<file path="src/rtl/beepboop_xwalk_ctrl.sv">
// beepboop_xwalk_ctrl: pedestrian crossing controller with prescaled
// phase timers, latched requests, pulsed beeper and night blink mode.

module beepboop_xwalk_ctrl #(
  parameter int TICK_DIV   = 1,
  parameter int CNT_W      = 16,
  parameter int T_YELLOW   = 200,
  parameter int T_ALL_RED  = 100,
  parameter int T_WALK     = 1200,
  parameter int FLASH_HALF = 100,
  parameter int NUM_FLASH  = 3,
  parameter int T_FINAL    = 100,
  parameter int MIN_GREEN  = 500,
  parameter int BEEP_HALF  = 0
) (
  input  logic       clock,
  input  logic       reset_n,
  input  logic       btn,
  input  logic       night_mode,
  output logic       red,
  output logic       yellow,
  output logic       green,
  output logic       walk,
  output logic       no_walk,
  output logic       beep,
  output logic       req_pending,
  output logic [2:0] phase
);

  typedef enum logic [2:0] {
    S_GREEN  = 3'd0,
    S_YELLOW = 3'd1,
    S_ALLRED = 3'd2,
    S_WALK   = 3'd3,
    S_FLASH  = 3'd4,
    S_FINAL  = 3'd5,
    S_NIGHT  = 3'd6
  } state_e;

  localparam int PW = (TICK_DIV > 1) ? $clog2(TICK_DIV) : 1;
  localparam logic [PW-1:0] PRE_MAX = PW'(TICK_DIV - 1);
  localparam logic [CNT_W-1:0] D_YEL = CNT_W'(T_YELLOW - 1);
  localparam logic [CNT_W-1:0] D_AR = CNT_W'(T_ALL_RED - 1);
  localparam logic [CNT_W-1:0] D_WALK = CNT_W'(T_WALK - 1);
  localparam logic [CNT_W-1:0] D_FLASH =
    CNT_W'(2 * NUM_FLASH * FLASH_HALF - 1);
  localparam logic [CNT_W-1:0] D_FIN = CNT_W'(T_FINAL - 1);
  localparam logic [CNT_W-1:0] FH = CNT_W'(FLASH_HALF - 1);
  localparam logic [CNT_W-1:0] BH =
    CNT_W'((BEEP_HALF > 0) ? BEEP_HALF - 1 : 0);
  localparam logic [CNT_W-1:0] MG = CNT_W'(MIN_GREEN);

  state_e           state_q, state_d;
  logic [PW-1:0]    pre_q, pre_d;
  logic             s1_q, s2_q, s3_q;
  logic             req_q, req_d;
  logic [CNT_W-1:0] tmr_q, tmr_d;
  logic [CNT_W-1:0] gt_q, gt_d, gt_inc;
  logic [CNT_W-1:0] blk_q, blk_d;
  logic [CNT_W-1:0] bp_q, bp_d;
  logic             blk_ph_q, blk_ph_d;
  logic             bp_ph_q, bp_ph_d;
  logic             tick, btn_edge, enter;
  logic             timed, green_ok;

  assign tick = (pre_q == PRE_MAX);
  assign pre_d = tick ? '0 : pre_q + PW'(1);
  assign btn_edge = s2_q & ~s3_q;

  // A request is served once this tick completes MIN_GREEN green ticks.
  assign gt_inc = (gt_q == MG) ? gt_q : gt_q + CNT_W'(1);
  assign green_ok = (gt_inc == MG);

  assign timed = (state_q == S_YELLOW) || (state_q == S_ALLRED) ||
                 (state_q == S_WALK) || (state_q == S_FLASH) ||
                 (state_q == S_FINAL);

  always_comb begin
    state_d = state_q;
    if (tick) begin
      case (state_q)
        S_GREEN: begin
          if (night_mode) state_d = S_NIGHT;
          else if (req_q && green_ok) state_d = S_YELLOW;
        end
        S_YELLOW: if (tmr_q == D_YEL) state_d = S_ALLRED;
        S_ALLRED: if (tmr_q == D_AR) state_d = S_WALK;
        S_WALK:   if (tmr_q == D_WALK) state_d = S_FLASH;
        S_FLASH:  if (tmr_q == D_FLASH) state_d = S_FINAL;
        S_FINAL:  if (tmr_q == D_FIN) state_d = S_GREEN;
        S_NIGHT:  if (!night_mode) state_d = S_GREEN;
        default:  state_d = S_GREEN;
      endcase
    end
  end

  assign enter = (state_d != state_q);

  always_comb begin
    tmr_d    = tmr_q;
    gt_d     = gt_q;
    blk_d    = blk_q;
    blk_ph_d = blk_ph_q;
    bp_d     = bp_q;
    bp_ph_d  = bp_ph_q;
    req_d    = req_q;
    if (btn_edge && (state_q != S_NIGHT)) req_d = 1'b1;
    if (enter) begin
      tmr_d    = '0;
      blk_d    = '0;
      blk_ph_d = 1'b0;
      bp_d     = '0;
      bp_ph_d  = 1'b0;
      if (state_d == S_GREEN) gt_d = '0;
      if ((state_d == S_YELLOW) || (state_d == S_NIGHT))
        req_d = 1'b0;
    end else if (tick) begin
      if (timed) tmr_d = tmr_q + CNT_W'(1);
      if (state_q == S_GREEN) gt_d = gt_inc;
      if ((state_q == S_FLASH) || (state_q == S_NIGHT)) begin
        if (blk_q == FH) begin
          blk_d    = '0;
          blk_ph_d = ~blk_ph_q;
        end else begin
          blk_d = blk_q + CNT_W'(1);
        end
      end
      if (state_q == S_WALK) begin
        if (bp_q == BH) begin
          bp_d    = '0;
          bp_ph_d = ~bp_ph_q;
        end else begin
          bp_d = bp_q + CNT_W'(1);
        end
      end
    end
  end

  always_ff @(posedge clock or negedge reset_n) begin
    if (!reset_n) begin
      state_q  <= S_GREEN;
      pre_q    <= '0;
      s1_q     <= 1'b0;
      s2_q     <= 1'b0;
      s3_q     <= 1'b0;
      req_q    <= 1'b0;
      tmr_q    <= '0;
      gt_q     <= MG;
      blk_q    <= '0;
      blk_ph_q <= 1'b0;
      bp_q     <= '0;
      bp_ph_q  <= 1'b0;
    end else begin
      state_q  <= state_d;
      pre_q    <= pre_d;
      s1_q     <= btn;
      s2_q     <= s1_q;
      s3_q     <= s2_q;
      req_q    <= req_d;
      tmr_q    <= tmr_d;
      gt_q     <= gt_d;
      blk_q    <= blk_d;
      blk_ph_q <= blk_ph_d;
      bp_q     <= bp_d;
      bp_ph_q  <= bp_ph_d;
    end
  end

  always_comb begin
    red         = 1'b0;
    yellow      = 1'b0;
    green       = 1'b0;
    walk        = 1'b0;
    no_walk     = 1'b0;
    beep        = 1'b0;
    req_pending = req_q;
    phase       = state_q;
    case (state_q)
      S_GREEN: begin
        green   = 1'b1;
        no_walk = 1'b1;
      end
      S_YELLOW: begin
        yellow  = 1'b1;
        no_walk = 1'b1;
      end
      S_ALLRED: begin
        red     = 1'b1;
        no_walk = 1'b1;
      end
      S_WALK: begin
        red  = 1'b1;
        walk = 1'b1;
        beep = (BEEP_HALF == 0) ? 1'b1 : ~bp_ph_q;
      end
      S_FLASH: begin
        red     = 1'b1;
        no_walk = ~blk_ph_q;
      end
      S_FINAL: begin
        red     = 1'b1;
        no_walk = 1'b1;
      end
      S_NIGHT: begin
        yellow  = ~blk_ph_q;
        no_walk = 1'b1;
      end
      default: begin
        red     = 1'b1;
        no_walk = 1'b1;
      end
    endcase
  end

endmodule

</file>
<file path="config.mk">
export PLATFORM = sky130hd
export DESIGN_NAME = beepboop_xwalk_ctrl
export DESIGN_NICKNAME = d
export VERILOG_FILES = /design/src/rtl/beepboop_xwalk_ctrl.sv
export SDC_FILE = /design/constraint.sdc
export NUM_CORES = 1
export LEC_CHECK = 0
export CELL_PAD_IN_SITES_DETAIL_PLACEMENT = 1
export CELL_PAD_IN_SITES_GLOBAL_PLACEMENT = 1
export CORE_ASPECT_RATIO = 1.5
export CORE_MARGIN = 10
export CORE_UTILIZATION = 42
export CTS_CLUSTER_DIAMETER = 50
export DETAILED_ROUTE_END_ITERATION = 16
export PLACE_DENSITY = 0.82
export SLEW_MARGIN = 0
export SYNTH_ARGS = -nofsm -noshare
export SYNTH_HDL_FRONTEND = slang
export SYNTH_SLANG_ARGS = --single-unit
</file>
<file path="constraint.sdc">
create_clock -name clock -period 2.7 [get_ports clock]
set_input_delay 0.54 -clock clock [delete_from_list [all_inputs] [get_ports clock]]
set_output_delay 0.54 -clock clock [all_outputs]
set_load 0.1 [all_outputs]
</file>
==> impl_metrics.ini, run 1 <==
[die]
initial_core_util_pct = 43.1
dieArea_um2 = 12400
die_h_um = 131
core_area_um2 = 8060
pin_count = 14
floorplan.rows = 40
die_w_um = 94.2

[clock_tree]
cts_sinks = 56
clk_latency_ns = 0.31
cts_tree = built
cts-hold-fix-buffers = 0
cts-root-buf = clkbuf_16
clock_path_buffers = 2
clk_pin_slew_ns = 0.07
cts_made_buffers = 5
htree_levels = 2

[timing]
slew_headroom_pct = 50.8
drv_slew = 0
rsz0062_at_grt = true
fin_ws_ns = -0.208
skew_ns = 0.00865
fin_crit_ns = 2.91
fmax_mhz = 344
timing.final.crit_share_pct = 108
final-setup-viol-count = 44
tightest_slew_ns = 0.738
final_hold_viol_count = 0

[logic_synthesis]
syn-num-nets = 408
yosysWarnings = 0
synth_cells = 400
yosysSeqAreaShare_pct = 40.6
synth_area_um2 = 3470
syn_avg_cell_area_um2 = 8.67
synth_edf_count = 0
synth_ff_type = dfrtp_1
ys_seq_elements = 56
async_flop_share_pct = 100
synth.distinct_cells = 60

[placed_design]
dp.final_hpwl_um = 8140
io_buffers = 13
place_ws_ns = -0.236
gp_congestion = 0.890
placed_area_um2 = 4260

[drt]
via_per_inst = 6.16
routed_wl_um = 13900
drt_iter0_drc = 218
ant_nets = 0
num_vias = 3697
wl_per_cell_um = 23.2
first_pass_iters = 4
drc_errors = 0

[final_layout]
layout_commonest_cell = buf_4
antenna-diode-count = 0
final_cell_mix = buf_4 (89), nor2_1 (44), dfrtp_1 (43)
post-route-cell-area_um2 = 4870
layout-drive-gt1-share_pct = 36.8
num-fill-cells = 910
areaGrowthSynthToFinish_pct = 40.5
nets = 502
fin_util_pct = 60.5

[pwr]
ir_drop_mv = 0.577
power.total_mw = 2.54
power.density_nw_per_um2 = 522
leakage_nw = 2.14

[grt]
grt_pass1_wl_um = 19100
grtUsageTotal_pct = 18.8
grt_overflow = 0
first_global_vias = 3845
grt_max_degree = 30
antenna_found_initial = 0

[outcome]
failed_checks = negative setup slack
status = finished, violations left

[critical_path]
critical_path_class = flop to flop
critical_path_arrival_ns = 3.09
crit_fanout = 7
cp.required_ns = 2.88
cp-end-kind = flop
cp-start-kind = flop

[flow_run]
maxCapViolCount = 0

[min_path]
worst_hold_path_type = primary input to async pin
==> critical path, stage by stage, from the launching register on <==
cell and delay [ns]:
dfrtp_1 0.42, or3b_4 0.42, nor4b_4 0.27, a311oi_2 0.20, a211o_1 0.31, nor3b_2 0.23
buf_4 0.15, nand4_1 0.16, buf_4 0.18, buf_6 0.13, a21oi_1 0.21, a21oi_1 0.11
==> registers in the layout, indices dropped and copies added, names as in the netlist <==
signal / cells
s3_q: 1
req_pending: 1
blk_ph_q: 1
phase: 3
blk_q: 16
gt_q: 16
s1_q: 1
s2_q: 1
tmr_q: 16
==> cells in the mapped netlist (2+ instances only) <==
master | n | area, um2
nand4b_1 | 3 | 26.3
o31ai_1 | 3 | 22.5
and2_1 | 3 | 18.8
dfstp_2 | 6 | 158
and3_1 | 5 | 31.3
nor2_1 | 46 | 173
xnor2_1 | 8 | 70.1
or3_1 | 5 | 31.3
and4_1 | 4 | 35.0
nand2b_1 | 2 | 12.5
or2_2 | 2 | 12.5
o211ai_1 | 5 | 37.5
nor4_1 | 7 | 43.8
a41oi_1 | 2 | 17.5
o21ai_1 | 3 | 15.0
clkbuf_1 | 6 | 22.5
nand4_1 | 15 | 93.8
xor2_1 | 15 | 131
and4b_1 | 2 | 20.0
nor3b_1 | 3 | 22.5
a21o_1 | 8 | 60.1
nand2_1 | 42 | 158
a21oi_1 | 27 | 135
nand3_1 | 24 | 120
ha_1 | 4 | 50.1
dfrtp_1 | 50 | 1250
or4_1 | 7 | 52.6
nor4b_2 | 2 | 30.0
o21bai_1 | 3 | 22.5
a211o_1 | 3 | 26.3
a22o_1 | 2 | 17.5
inv_1 | 12 | 45.0
o21ai_0 | 14 | 70.1
o41ai_1 | 2 | 17.5
buf_2 | 11 | 55.1
buf_1 | 2 | 7.51
a31oi_1 | 4 | 25.0
nor3_1 | 12 | 60.1
mux2i_1 | 5 | 50.1
==> path summary, 6_finish.rpt <==
| kind | start | end | slack (ns) | cells after the start |
|---|---|---|---|---|
| min | reset_n | gt_q[0] | 0.29 | 1 |
| max | tmr_q[10] | gt_q[9] | -0.21 | 11 |
| min in group clock | s1_q | s2_q | 0.36 | 0 |
| min reg2reg | s1_q | s2_q | 0.36 | 0 |
| max in group asynchronous | reset_n | gt_q[2] | 1.74 | 2 |
| max reg2reg | tmr_q[10] | gt_q[9] | -0.21 | 11 |
==> through the flow <==
stage          hold WS, ns  instances  TNS, ns
4_1_cts              0.293        586  -0.0979
5_1_grt              0.318        600    -8.09
6_report             0.290        600    -2.88
3_3_place_gp         0.336        569    -2.12
3_5_place_dp         0.342        569    -6.04
2_1_floorplan        0.244        400   -19.64
==> logic make-up after synthesis <==
kind of cell | Yosys count | share of synthesized area, %
AO/OA/AOI/OAI | 87 | 16.7
XOR/XNOR | 23 | 5.81
flip-flops | 56 | 40.6
multiplexers | 5 | 1.44
buffers and inverters | 32 | 3.97
adder cells (fa/ha/maj) | 4 | 1.44
AND/OR/NAND/NOR | 193 | 30.0
==> report_power, final <==
| group | internal [mW] | switching (mW) | total (mW) |
|---|---|---|---|
| Sequential | 0.916 | 0.110 | 1.03 |
| Combinational | 0.357 | 0.498 | 0.856 |
| Clock | 0.345 | 0.319 | 0.664 |
==> layout make-up <==
class | count | area [um2] | area share (%)
sequential | 56 | 1420 | 29.1
clock buffer | 7 | 133 | 2.72
multi-input combinational | 312 | 2230 | 45.7
tap | 105 | 131 | 2.70
inverter | 12 | 45.0 | 0.924
clock inverter | 1 | 5.00 | 0.103
timing repair buffer | 107 | 915 | 18.8
==> metal layers <==
| metal | GRT usage (%) | part of all wire (%) | vias up |
|---|---|---|---|
| met2 | 36.0 | 56 | 92 |
| met5 | 0 | 0 | - |
| met3 | 2.17 | 2.8 | 66 |
| met4 | 8.56 | 6.6 | 0 |
| met1 | 19.0 | 35 | 1887 |
| li1 | - | - | 1652 |
==> what timing repair did <==
item | in CTS | in global routing
pin swaps | 9 | 11
setup endpoints to repair | 45 | 49
setup buffers | 9 | 12
resized for setup | 16 | 52
gates cloned | 0 | 2
Note: power is estimated with default switching activity, not from simulation.
==> run 2: changes to the inputs <==
--- a/config.mk
+++ b/config.mk
@@ -12,6 +12,8 @@
 export CORE_UTILIZATION = 42
 export CTS_CLUSTER_DIAMETER = 50
 export DETAILED_ROUTE_END_ITERATION = 16
+export GPL_ROUTABILITY_DRIVEN = 0
+export GPL_TIMING_DRIVEN = 0
 export PLACE_DENSITY = 0.82
 export SLEW_MARGIN = 0
 export SYNTH_ARGS = -nofsm -noshare
==> impl_metrics.ini, run 2 (synthesis results as in run 1) <==
[outcome]
status = finished, violations left
failed_checks = negative setup slack

[clock_tree]
cts_sinks = 56
cts_tree = built
clk_latency_ns = 0.31
htree_levels = 2
cts-root-buf = clkbuf_16
clk_pin_slew_ns = 0.08
cts_made_buffers = 5
clock_path_buffers = 2

[final_layout]
regArea_um2 = 1420
final_cell_mix = buf_4 (45), dfrtp_1 (43), nor2_1 (41)
top_regs = blk_q x16, gt_q x16, tmr_q x16
nets = 480
layout-drive-gt1-share_pct = 37.4
layout_commonest_cell = buf_4
multiInputGateArea_um2 = 2400
antenna-diode-count = 0
fin_cells = 578
areaGrowthSynthToFinish_pct = 41.7
fin_util_pct = 61.0
num-fill-cells = 877

[timing]
rsz0062_at_grt = true
drv_slew = 0
slew_headroom_pct = 31.9
fin_ws_ns = -0.547
skew_ns = 0.0137
final-setup-viol-count = 51
final_hold_viol_count = 0
fmax_mhz = 308
fin_crit_ns = 3.25
timing.final.crit_share_pct = 120
tightest_slew_ns = 1.02

[pwr]
ir_drop_mv = 0.507
power.total_mw = 2.58
power.density_nw_per_um2 = 526
leakage_nw = 2.15

[drt]
wl_per_cell_um = 27.2
first_pass_iters = 5
ant_nets = 0
num_vias = 3787
drt_iter0_drc = 247
drc_errors = 0
routed_wl_um = 15700
via_per_inst = 6.55

[placed_design]
io_buffers = 13
dp_cells = 519
dp.final_hpwl_um = 7100

[grt]
grt_pass1_wl_um = 17600
grt_max_degree = 32
first_global_vias = 3532
grt_overflow = 0
grtUsageTotal_pct = 17.1
antenna_found_initial = 0

[die]
die_h_um = 131
floorplan.rows = 40
initial_core_util_pct = 43.1
dieArea_um2 = 12400
core_area_um2 = 8060
die_w_um = 94.2
pin_count = 14

[critical_path]
max_stage_delay_ns = 0.53
path_cells = buf_6 > inv_4 > ha_4 > and4b_1 > nand4_1 > buf_4 > nor2_4 > o2111ai_4 > nor3_4 > buf_12 > o2111ai_4 > or4_4 > a21oi_2
critical_path_arrival_ns = 3.48
cp-start-kind = flop
rrSetupSlack_ns = -0.55
cp.required_ns = 2.93
crit_fanout = 6
cp_num_buf_inv = 4
cp-end-kind = flop
critical_path_class = flop to flop
cpMostUsedCell = o2111ai_4
critPathSlowestCell = or4_4
critical-path-top-delay-family = simple AND/OR/NAND/NOR gates

[flow_run]
maxCapViolCount = 0

[min_path]
worst_hold_path_type = primary input to async pin
## run 2: changes by cell type in the layout (fill, tap and decap cells not counted), moves of 5 or more
cell | before | now
a21oi_1 | 21 | 16
o21ai_0 | 11 | 6
o21ai_1 | 2 | 7
a21oi_2 | 4 | 9
buf_4 | 89 | 45
## run 2: where the power goes
| part | internal, mW | leakage [nW] | switching (mW) |
|---|---|---|---|
| Sequential | 0.917 | 0.715 | 0.111 |
| Combinational | 0.335 | 1.36 | 0.522 |
| Clock | 0.368 | 0.0766 | 0.332 |
| Total | 1.62 | 2.15 | 0.965 |
## run 2: worst register-to-register path: cells and delay by family (launching register included)
kind                       cells  cell delay, ns
and+or+nand+nor                5            1.49
buffers and inverters          4            0.64
AOI/OAI and AO/OA              3            0.50
DFF                            1            0.41
adders and majority gates      1            0.13
## run 2: metal layers
layer / vias to the layer above / global-route usage [%] / routed length, um
met4: 0 / 6.53 / 822
met5: - / 0 / 0
met3: 75 / 2.96 / 595
met1: 1940 / 18.9 / 5410
li1: 1605 / - / -
met2: 167 / 30.9 / 8890
## run 2: per-stage QoR
| stage | TNS (ns) | area [um2] | hold slack, ns | setup slack (ns) |
|---|---|---|---|---|
| floorplan | -19.64 | 3540 | 0.244 | -0.524 |
| global placement | -58.98 | 3800 | 0.334 | -1.08 |
| detailed placement | -24.66 | 3810 | 0.336 | -0.593 |
| CTS | -0.179 | 4320 | 0.257 | -0.0711 |
| global route | -22.56 | 4920 | 0.278 | -0.589 |
| finish | -20.11 | 4920 | 0.245 | -0.547 |
## run 2: what timing repair did
item,CTS,global route
setup buffers,22,30
setup endpoints to repair,56,53
cloned,1,3
hold buffers,0,0
resized for setup,53,91
pin swaps,11,47
## run 2: cell type report
| class | instances | share of cell area (%) |
|---|---|---|
| Tap cell | 105 | 2.67 |
| Clock buffer | 6 | 2.83 |
| Sequential cell | 56 | 28.9 |
| Clock inverter | 2 | 0.204 |
| Buffer | 15 | 2.75 |
| Multi-Input combinational cell | 313 | 48.9 |
| Inverter | 12 | 1.02 |
| Timing Repair Buffer | 69 | 12.8 |
## run 2: worst paths after layout
check / start / end / cells past startpoint
min in group clock: s1_q / s2_q / 0
max reg2reg: gt_q[0] / blk_q[12] / 13
max in group asynchronous: reset_n / gt_q[8] / 2
min: reset_n / gt_q[0] / 1
max: gt_q[0] / blk_q[12] / 13
min reg2reg: s1_q / s2_q / 0
==> run 3: changes to the inputs <==
--- a/config.mk
+++ b/config.mk
@@ -15,6 +15,7 @@
 export GPL_ROUTABILITY_DRIVEN = 0
 export GPL_TIMING_DRIVEN = 0
 export PLACE_DENSITY = 0.82
+export SKIP_LAST_GASP = 1
 export SLEW_MARGIN = 0
 export SYNTH_ARGS = -nofsm -noshare
 export SYNTH_HDL_FRONTEND = slang
==> impl_metrics.ini, run 3 (synthesis results as in run 1) <==
[outcome]
status = finished, violations left
failed_checks = negative setup slack

[critical_path]
r2r_cells = 10
crit_fanout = 6
critPathLaunch = gt_q[4]
rrSetupSlack_ns = -0.37
cp-start-kind = flop
critical_path_class = flop to flop
r2r-end = gt_q[10]
cp_num_buf_inv = 2
path_cells = nand3_1 > nor4_4 > mux2i_1 > a31oi_2 > or3_4 > nand4_1 > buf_6 > buf_8 > a21oi_1 > o21ai_0
max_stage_delay_ns = 0.62
cp.required_ns = 2.90
critPathSlowestCell = dfstp_2
critical-path-top-delay-family = simple AND/OR/NAND/NOR gates
cp-end-kind = flop
critical_path_arrival_ns = 3.27
reg2reg_from = gt_q[4]

[timing]
final-setup-viol-count = 50
drv_slew = 0
fin_crit_ns = 3.07
rsz0062_at_grt = true
skew_ns = 0.0127
tightest_slew_ns = 1.03
fin_ws_ns = -0.367
final_hold_viol_count = 0
fin_setup_tns_ns = -10.32
slew_headroom_pct = 31.3
fmax_mhz = 326
timing.final.crit_share_pct = 114

[drt]
wl_met3_um = 501
routed_wl_um = 13900
wirelength_met1_um = 4880
num_vias = 3579
drc_errors = 0
drt_iter0_drc = 231
ant_nets = 0
first_pass_iters = 4
wl_per_cell_um = 24.2
met2_length_um = 7830
via_per_inst = 6.24
routed.top_layer = met4

[grt]
grt_max_degree = 32
antenna_found_initial = 0
grt_pass1_wl_um = 17600
first_global_vias = 3530
grt_overflow = 0
grtUsageTotal_pct = 17.1

[clock_tree]
htree_levels = 2
cts-root-buf = clkbuf_16
cts_tree = built
clock_path_buffers = 2
cts_sinks = 56
cts-hold-fix-buffers = 0
clk_latency_ns = 0.31
clk_pin_slew_ns = 0.08
cts_made_buffers = 5

[final_layout]
nets = 476
final_cell_mix = buf_4 (43), dfrtp_1 (43), nor2_1 (42)
layout-drive-gt1-share_pct = 35.0
fin_cells = 574
post-route-cell-area_um2 = 4810
num-fill-cells = 888
areaGrowthSynthToFinish_pct = 38.6
top_regs = blk_q x16, gt_q x16, tmr_q x16
antenna-diode-count = 0

[placed_design]
placed_area_um2 = 3810
dp.final_hpwl_um = 7100
io_buffers = 13
dp_cells = 519

[die]
initial_core_util_pct = 43.1
floorplan.rows = 40
die_h_um = 131
die_w_um = 94.2
core_area_um2 = 8060
pin_count = 14
dieArea_um2 = 12400

[pwr]
power.density_nw_per_um2 = 524
ir_drop_mv = 0.540
leakage_nw = 2.07

[flow_run]
maxCapViolCount = 0

[min_path]
worst_hold_path_type = primary input to async pin
run 3: cell type report:
cell class	instances	area [um2]	area share, %
Multi-Input combinational cell	312	2330	48.4
Sequential cell	56	1420	29.5
Timing Repair Buffer	66	602	12.5
Clock buffer	6	139	2.89
Buffer	15	131	2.73
Tap cell	105	131	2.73
Inverter	12	50.0	1.04
Clock inverter	2	10.0	0.208
run 3: repair_timing:
item / CTS / global route
gates resized for setup: 53 / 71
setup buffers: 22 / 27
pin swaps: 10 / 30
setup endpoints to repair: 56 / 53
gates cloned: 1 / 2
run 3: worst max-delay path by stage:
stage / depth (start not counted) / to / slack (ns)
after floorplan: 9 / blk_q[12] / -0.52
after global placement: 1 / phase[1] / -1.08
after detailed placement: 10 / tmr_q[12] / -0.59
after CTS: 8 / blk_q[8] / -0.07
after global routing: 10 / gt_q[10] / -0.56
final: 10 / gt_q[10] / -0.37
run 3: power by group:
| part | internal [mW] | switching (mW) | leakage [nW] |
|---|---|---|---|
| Clock | 0.368 | 0.325 | 0.0766 |
| Sequential | 0.917 | 0.0984 | 0.715 |
| Combinational | 0.327 | 0.488 | 1.28 |
run 3: stage by stage:
step	power, mW	setup WS, ns	utilization (%)	hold slack, ns
2_1_floorplan	1.45	-0.524	-	0.244
3_3_place_gp	1.59	-1.08	47.1	0.334
3_5_place_dp	1.62	-0.593	47.3	0.336
4_1_cts	2.38	-0.0711	53.6	0.257
5_1_grt	2.63	-0.558	59.7	0.270
6_report	2.52	-0.367	59.7	0.241
run 3: metal layers:
| metal | global-route usage (%) | up-vias |
|---|---|---|
| met5 | 0 | - |
| met4 | 6.53 | 0 |
| met3 | 2.96 | 55 |
| met2 | 30.9 | 129 |
| met1 | 18.9 | 1790 |
| li1 | - | 1605 |
